File: src/rtl/tmboc_trk_pkg.sv
// Shared definitions for the TMBOC tracking correlator: default widths,
// FSM encoding and the saturating adder used by every accumulator arm.
package tmboc_trk_pkg;

    localparam int PRN_LEN     = 4092;
    localparam int IN_WIDTH_D  = 4;
    localparam int ACC_WIDTH_D = 24;
    localparam int CNT_WIDTH_D = 20;
    localparam int SPACING_D   = 2;
    localparam int SAT_W       = 64;

    typedef enum logic {
        ST_IDLE  = 1'b0,
        ST_INTEG = 1'b1
    } trk_state_e;

    // Operands arrive sign-extended to SAT_W; the result is clamped to the
    // signed range of a w-bit accumulator so the caller can simply truncate.
    function automatic logic signed [SAT_W-1:0] sat_add(
        input logic signed [SAT_W-1:0] a,
        input logic signed [SAT_W-1:0] b,
        input int unsigned             w
    );
        logic signed [SAT_W-1:0] sum;
        logic signed [SAT_W-1:0] hi;
        logic signed [SAT_W-1:0] lo;
        sum = a + b;
        hi  = (64'sd1 <<< (w - 1)) - 64'sd1;
        lo  = -hi - 64'sd1;
        if (sum > hi) begin
            return hi;
        end else if (sum < lo) begin
            return lo;
        end
        return sum;
    endfunction

endpackage

File: src/rtl/corr_arm_acc.sv
// One correlator arm: I/Q accumulator pair fed by the sample times a +/-1
// replica chip, with saturation, synchronous clear and period-start load.
module corr_arm_acc
    import tmboc_trk_pkg::*;
#(
    parameter int IN_WIDTH  = IN_WIDTH_D,
    parameter int ACC_WIDTH = ACC_WIDTH_D
) (
    input  logic                        clk,
    input  logic                        rst_n,
    input  logic signed [IN_WIDTH-1:0]  smp_i,
    input  logic signed [IN_WIDTH-1:0]  smp_q,
    input  logic                        neg,
    input  logic                        clr,
    input  logic                        load,
    input  logic                        add,
    output logic signed [ACC_WIDTH-1:0] acc_i,
    output logic signed [ACC_WIDTH-1:0] acc_q
);

    logic signed [ACC_WIDTH-1:0] ext_i, ext_q;
    logic signed [ACC_WIDTH-1:0] prod_i, prod_q;
    logic signed [ACC_WIDTH-1:0] sum_i, sum_q;

    // Widen before negating so the most negative sample has a positive image.
    // NOTE: every variable written here gets a value on every path, so no latch is inferred.
    always_comb begin
        ext_i  = ACC_WIDTH'(smp_i);
        ext_q  = ACC_WIDTH'(smp_q);
        prod_i = neg ? -ext_i : ext_i;
        prod_q = neg ? -ext_q : ext_q;
        sum_i  = ACC_WIDTH'(sat_add(SAT_W'(acc_i), SAT_W'(prod_i), ACC_WIDTH));
        sum_q  = ACC_WIDTH'(sat_add(SAT_W'(acc_q), SAT_W'(prod_q), ACC_WIDTH));
    end

    // NOTE: sequential state uses non-blocking assignments so all flops update together.
    always_ff @(posedge clk or negedge rst_n) begin
        if (!rst_n) begin
            acc_i <= '0;
            acc_q <= '0;
        end else if (clr) begin
            acc_i <= '0;
            acc_q <= '0;
        end else if (load) begin
            acc_i <= prod_i;
            acc_q <= prod_q;
        end else if (add) begin
            acc_i <= sum_i;
            acc_q <= sum_q;
        end
    end

endmodule

File: src/rtl/tmboc_corr_acc.sv
// TMBOC early/prompt/late correlator: one delay line builds the replicas,
// three arms integrate one code period, results leave via valid/ready.
module tmboc_corr_acc
    import tmboc_trk_pkg::*;
#(
    parameter int IN_WIDTH  = IN_WIDTH_D,
    parameter int ACC_WIDTH = ACC_WIDTH_D,
    parameter int CNT_WIDTH = CNT_WIDTH_D,
    parameter int SPACING   = SPACING_D
) (
    input  logic                        rx_clk,
    input  logic                        rx_rst,
    input  logic                        rx_trk_en,
    input  logic signed [IN_WIDTH-1:0]  rx_bb_i,
    input  logic signed [IN_WIDTH-1:0]  rx_bb_q,
    input  logic                        rx_loc_code,
    input  logic                        rx_prn_sop,
    input  logic                        rx_prn_eop,
    input  logic                        rx_dump_ready,
    input  logic                        rx_ovf_clr,
    output logic                        tx_dump_valid,
    output logic signed [ACC_WIDTH-1:0] tx_ie,
    output logic signed [ACC_WIDTH-1:0] tx_qe,
    output logic signed [ACC_WIDTH-1:0] tx_ip,
    output logic signed [ACC_WIDTH-1:0] tx_qp,
    output logic signed [ACC_WIDTH-1:0] tx_il,
    output logic signed [ACC_WIDTH-1:0] tx_ql,
    output logic [CNT_WIDTH-1:0]        tx_dump_cnt,
    output logic                        tx_slip,
    output logic                        tx_ovf
);

    logic [2*SPACING:0]          code_sr;
    logic [SPACING:0]            sop_sr, eop_sr;
    logic signed [IN_WIDTH-1:0]  i_sr [SPACING+1];
    logic signed [IN_WIDTH-1:0]  q_sr [SPACING+1];

    // NOTE: the delay line is reset like any other state so taps never start as X.
    always_ff @(posedge rx_clk or negedge rx_rst) begin
        if (!rx_rst) begin
            code_sr <= '0;
            sop_sr  <= '0;
            eop_sr  <= '0;
            for (int k = 0; k <= SPACING; k++) begin
                i_sr[k] <= '0;
                q_sr[k] <= '0;
            end
        end else begin
            code_sr <= {code_sr[2*SPACING-1:0], rx_loc_code};
            sop_sr  <= {sop_sr[SPACING-1:0], rx_prn_sop};
            eop_sr  <= {eop_sr[SPACING-1:0], rx_prn_eop};
            i_sr[0] <= rx_bb_i;
            q_sr[0] <= rx_bb_q;
            for (int k = 1; k <= SPACING; k++) begin
                i_sr[k] <= i_sr[k-1];
                q_sr[k] <= q_sr[k-1];
            end
        end
    end

    logic sop_a, eop_a;
    assign sop_a = sop_sr[SPACING];
    assign eop_a = eop_sr[SPACING];

    trk_state_e           state, state_n;
    logic                 eop_seen, eop_seen_n;
    logic [CNT_WIDTH-1:0] cnt, cnt_n;
    logic                 close, arm_clr, arm_load, arm_add;
    logic                 dump_fire, ovf_set, slip_n;

    always_comb begin
        state_n    = state;
        eop_seen_n = eop_seen;
        cnt_n      = cnt;
        close      = 1'b0;
        arm_clr    = 1'b0;
        arm_load   = 1'b0;
        arm_add    = 1'b0;
        case (state)
            ST_IDLE: begin
                if (sop_a && rx_trk_en) begin
                    arm_load   = 1'b1;
                    cnt_n      = CNT_WIDTH'(1);
                    eop_seen_n = eop_a;
                    state_n    = ST_INTEG;
                end else begin
                    arm_clr = 1'b1;
                end
            end
            ST_INTEG: begin
                if (!rx_trk_en) begin
                    arm_clr    = 1'b1;
                    cnt_n      = '0;
                    eop_seen_n = 1'b0;
                    state_n    = ST_IDLE;
                end else if (sop_a) begin
                    // A coincident eop belongs to the period that starts here.
                    close      = 1'b1;
                    arm_load   = 1'b1;
                    cnt_n      = CNT_WIDTH'(1);
                    eop_seen_n = eop_a;
                end else begin
                    arm_add = 1'b1;
                    cnt_n   = (&cnt) ? cnt : cnt + 1'b1;
                    if (eop_a) begin
                        eop_seen_n = 1'b1;
                    end
                end
            end
            default: state_n = ST_IDLE;
        endcase
    end

    assign dump_fire = close && eop_seen && (!tx_dump_valid || rx_dump_ready);
    assign ovf_set   = close && eop_seen && tx_dump_valid && !rx_dump_ready;
    assign slip_n    = close && !eop_seen;

    logic signed [ACC_WIDTH-1:0] e_i, e_q, p_i, p_q, l_i, l_q;

    corr_arm_acc #(.IN_WIDTH(IN_WIDTH), .ACC_WIDTH(ACC_WIDTH)) u_early (
        .clk(rx_clk), .rst_n(rx_rst), .smp_i(i_sr[SPACING]), .smp_q(q_sr[SPACING]),
        .neg(code_sr[0]), .clr(arm_clr), .load(arm_load), .add(arm_add),
        .acc_i(e_i), .acc_q(e_q)
    );
    corr_arm_acc #(.IN_WIDTH(IN_WIDTH), .ACC_WIDTH(ACC_WIDTH)) u_prompt (
        .clk(rx_clk), .rst_n(rx_rst), .smp_i(i_sr[SPACING]), .smp_q(q_sr[SPACING]),
        .neg(code_sr[SPACING]), .clr(arm_clr), .load(arm_load), .add(arm_add),
        .acc_i(p_i), .acc_q(p_q)
    );
    corr_arm_acc #(.IN_WIDTH(IN_WIDTH), .ACC_WIDTH(ACC_WIDTH)) u_late (
        .clk(rx_clk), .rst_n(rx_rst), .smp_i(i_sr[SPACING]), .smp_q(q_sr[SPACING]),
        .neg(code_sr[2*SPACING]), .clr(arm_clr), .load(arm_load), .add(arm_add),
        .acc_i(l_i), .acc_q(l_q)
    );

    always_ff @(posedge rx_clk or negedge rx_rst) begin
        if (!rx_rst) begin
            state         <= ST_IDLE;
            eop_seen      <= 1'b0;
            cnt           <= '0;
            tx_dump_valid <= 1'b0;
            tx_ie         <= '0;
            tx_qe         <= '0;
            tx_ip         <= '0;
            tx_qp         <= '0;
            tx_il         <= '0;
            tx_ql         <= '0;
            tx_dump_cnt   <= '0;
            tx_slip       <= 1'b0;
            tx_ovf        <= 1'b0;
        end else begin
            state    <= state_n;
            eop_seen <= eop_seen_n;
            cnt      <= cnt_n;
            tx_slip  <= slip_n;
            tx_ovf   <= ovf_set | (tx_ovf & ~rx_ovf_clr);
            tx_dump_valid <= dump_fire | (tx_dump_valid & ~rx_dump_ready);
            if (dump_fire) begin
                tx_ie       <= e_i;
                tx_qe       <= e_q;
                tx_ip       <= p_i;
                tx_qp       <= p_q;
                tx_il       <= l_i;
                tx_ql       <= l_q;
                tx_dump_cnt <= cnt;
            end
        end
    end

endmodule

File: config.mk
export PLATFORM = sky130hd
export DESIGN_NAME = tmboc_corr_acc
export DESIGN_NICKNAME = d
export VERILOG_FILES = /design/src/rtl/tmboc_trk_pkg.sv /design/src/rtl/corr_arm_acc.sv /design/src/rtl/tmboc_corr_acc.sv
export SDC_FILE = /design/constraint.sdc
export NUM_CORES = 1
export LEC_CHECK = 0
export ABC_CLOCK_PERIOD_IN_PS = 5200
export CAP_MARGIN = 0
export CORE_ASPECT_RATIO = 0.7
export CORE_MARGIN = 3
export CORE_UTILIZATION = 55
export CTS_CLUSTER_SIZE = 20
export DETAILED_ROUTE_END_ITERATION = 7
export GPL_TIMING_DRIVEN = 1
export PLACE_DENSITY = 0.75
export SYNTH_ARGS = -nofsm -noshare
export SYNTH_HDL_FRONTEND = slang
export SYNTH_HIERARCHICAL = 1
export SYNTH_SLANG_ARGS = --single-unit
File: constraint.sdc
create_clock -name rx_clk -period 5.2 [get_ports rx_clk]
set_input_delay 1.04 -clock rx_clk [delete_from_list [all_inputs] [get_ports rx_clk]]
set_output_delay 1.04 -clock rx_clk [all_outputs]
set_load 0.005 [all_outputs]
==> impl_metrics.env <==
export IMPL_critPathSlowestCell="mux2i_2"
export IMPL_cts_tree="done"
export IMPL_crit_path_cell_trace="or3_1 > nand2b_1 > ha_1 > a21oi_1 > ha_1 > and3_2 > nand4_1 > a211oi_1 > nor4_4 > o211ai_4 > mux2i_2 > buf_4 > nor3_1 > o21ai_1"
export IMPL_switching_power_w=0.00361
export IMPL_syn_to_final_growth_pct=15.1
export IMPL_yosysSeqAreaShare=0.385
export IMPL_cp_start_kind="flop"
export IMPL_path_common_cell="ha_1"
export IMPL_syn_area_um2=23900
export IMPL_status="completed"
export IMPL_cts_path_max_buffers=3
export IMPL_mostFrequentLayoutCell="dfrtp_1"
export IMPL_power_leakage_nw=12.8
export IMPL_first_global_vias=19200
export IMPL_period_share=0.900
export IMPL_die_area_um2=46100
export IMPL_synthMuxAreaShare=0.0862
export IMPL_hold_class="flop to flop"
export IMPL_antenna_left=0
export IMPL_clkPwrFrac=0.282
export IMPL_worst_path_max_fanout=13
export IMPL_fmax_ghz=0.214
export IMPL_drv_slew=0
export IMPL_numPortBuffers=182
export IMPL_nNetsFinal=2840
export IMPL_ys_ff_latch=368
export IMPL_netlist_cell_type_count=105
export IMPL_worstRegToRegCells=14
export IMPL_grt_use_total=0.274
export IMPL_required_ps=5670
export IMPL_core_um2=42600
export IMPL_synth_top_family_by_area="compound AO/OA/AOI/OAI gates"
export IMPL_powerDensity_nw_per_um2=380
export IMPL_synth_fa_ha_area_frac=0.101
export IMPL_drive_gt1_frac=0.141
export IMPL_die_y_um=181
export IMPL_antenna_found_initial=0
export IMPL_hold_violations=0
export IMPL_p_comb_frac=0.365
export IMPL_clock_sinks=368
export IMPL_synth_flop_cell="dfrtp_1"
export IMPL_dieWidth_um=255
export IMPL_yosys_warnings=6
export IMPL_worstHoldPathCells=0
export IMPL_power_share_sequential=0.353
export IMPL_dp_hpwl_mm=46.1
export IMPL_clock_skew_ps=12.9
export IMPL_drt_iter0_drc=2026
export IMPL_crit_arrival_ps=5150
export IMPL_drtPass1Iterations=6
export IMPL_netlist_instances=2471
export IMPL_synth_compound_area_frac=0.206
export IMPL_slowest_delay_ps=720
export IMPL_ir_worst_vdd_mv=0.328
export IMPL_row_count=63
export IMPL_clkTransAtPathRegs_ps=60
export IMPL_synth_edf_count=0
export IMPL_cap_violations=0
export IMPL_grt_max_degree=112
export IMPL_finalSetupTns_ps=0
export IMPL_rsz0062_at_grt="no"
export IMPL_worst_pin_slew_ps=999
export IMPL_setup_slack_ps=518
export IMPL_clock_latency_ps=540
export IMPL_internal_power_w=0.00687
export IMPL_synth_simple_area_share=0.144
export IMPL_vias_per_cell=6.13
export IMPL_cts_resized=0
export IMPL_totalWireLength_mm=64.6
export IMPL_gp_congestion=0.957
export IMPL_slew_headroom=0.331
export IMPL_mostFrequentLayoutCells="dfrtp_1 (368), nand2_1 (286), a21oi_1 (187), ha_1 (181), clkdlybuf4s50_1 (181)"
export IMPL_cts_setup_buffers=0
export IMPL_synthXorXnorAreaFrac=0.0414
export IMPL_setup_viol=0
export IMPL_place_ws_ps=586
export IMPL_antenna_cells=0
export IMPL_syn_avg_cell_area_um2=9.69
export IMPL_cts_root_buf="clkbuf_16"
export IMPL_wl_per_cell_um=19.9
export IMPL_drcViolationCount=0
export IMPL_grt_overflow=0
export IMPL_cts_inserted_buffers=39
export IMPL_switching_share=0.345
export IMPL_htreeDepth=2
export IMPL_syn_nets=2674
export IMPL_via_count=19900
export IMPL_critical_path_class="flop to flop"
export IMPL_ios=183
export IMPL_cts_hold_buf=0
export IMPL_end_kind="flop"
export IMPL_initial_utilization=0.561
export IMPL_min_period_ps=4680
export IMPL_grt_first_pass_wirelength_mm=104
export IMPL_async_flop_share=1.00
==> final cells by class <==
type | count | area [um2]
timing repair buffer | 213 | 2100
sequential | 368 | 9210
fill | 3460 | 15100
multi-input combinational | 1938 | 13900
tap | 585 | 732
clock inverter | 14 | 214
clock buffer | 57 | 1140
inverter | 77 | 289
==> power groups by stage <==
stage                     Clock, W  Sequential (W)  Combinational, W
after floorplan                  0         0.00363           0.00257
after detailed placement         0         0.00375           0.00375
after global routing       0.00315         0.00376           0.00419
final                      0.00296         0.00370           0.00383
after CTS                  0.00304         0.00370           0.00378
after global placement           0         0.00373           0.00367
==> per-stage QoR <==
| stage | cell area [um2] | std cells | util | total power, W | hold WS [ps] |
|---|---|---|---|---|---|
| after global placement | 26200 | 3181 | 0.614 | 0.00740 | 333 |
| after floorplan | 23900 | 2471 | - | 0.00620 | 331 |
| after CTS | 27500 | 3252 | 0.646 | 0.0105 | 350 |
| after global routing | 27500 | 3252 | 0.646 | 0.0111 | 352 |
| final | 27500 | 3252 | 0.646 | 0.0105 | 347 |
| after detailed placement | 26200 | 3181 | 0.614 | 0.00749 | 336 |
==> sequential cells by signal (all words and copies together), names as in the netlist, 5 cells and up <==
signal          count
cnt                20
code_sr             5
i_sr               12
q_sr               12
tx_dump_cnt        20
tx_ie              24
tx_il              24
tx_ip              24
tx_qe              24
tx_ql              24
tx_qp              24
u_early/acc_i      24
u_early/acc_q      24
u_late/acc_i       24
u_late/acc_q       24
u_prompt/acc_i     24
u_prompt/acc_q     24
==> worst max-delay path, delay by kind of cell, from the launching register on <==
| kind | cells | cell delay (ps) |
|---|---|---|
| simple gates | 6 | 1130 |
| fa+ha+maj | 2 | 540 |
| mux | 1 | 720 |
| flops | 1 | 560 |
| buf+inv | 1 | 320 |
| compound gates | 4 | 1330 |
==> kinds of logic (layout without fill, tap and decap cells) <==
logic type,Yosys count,after routing
AO/OA/AOI/OAI,734,734
XOR/XNOR,113,113
adder cells (fa/ha/maj),189,189
buffers and inverters,165,361
flip-flops,368,368
multiplexers,181,181
AND/OR/NAND/NOR,721,721
==> synthesized netlist by cell type, types with 29 or more instances <==
library cell	number	area (um2)
o21ai_0	124	621
mux2_2	164	1850
dfrtp_1	368	9210
xor2_1	50	438
o31ai_1	29	218
a21oi_1	187	936
nand2_1	286	1070
a21o_1	51	383
nor2_1	163	612
inv_1	76	285
o21ai_1	80	400
ha_1	181	2260
o211ai_1	29	218
xnor2_1	63	552
nand2b_1	34	213
clkbuf_1	34	128
nor3_1	42	210
nand3_1	40	200
==> final timing paths <==
| check | from | end | slack (ps) |
|---|---|---|---|
| worst max-delay path | i_sr[0] | u_prompt/acc_i[6] | 520 |
| worst min-delay path | q_sr[8] | q_sr[4] | 350 |
| worst max register to register | i_sr[0] | u_prompt/acc_i[6] | 520 |
| worst min register to register | q_sr[8] | q_sr[4] | 350 |
| max in group asynchronous | rx_rst | code_sr[1] | 3520 |
| min in group asynchronous | rx_rst | tx_qe[19] | 530 |
==> per-layer routing <==
| metal | vias to the layer above | wire length [um] | share of wire | global-route usage |
|---|---|---|---|---|
| met5 | - | 0 | 0 | 0 |
| met3 | 122 | 4620 | 0.072 | 0.0426 |
| met2 | 802 | 28400 | 0.44 | 0.422 |
| li1 | 9347 | - | - | - |
| met4 | 0 | 1750 | 0.027 | 0.0795 |
| met1 | 9670 | 29800 | 0.46 | 0.402 |
No activity file was read; power rests on OpenSTA's default activity.
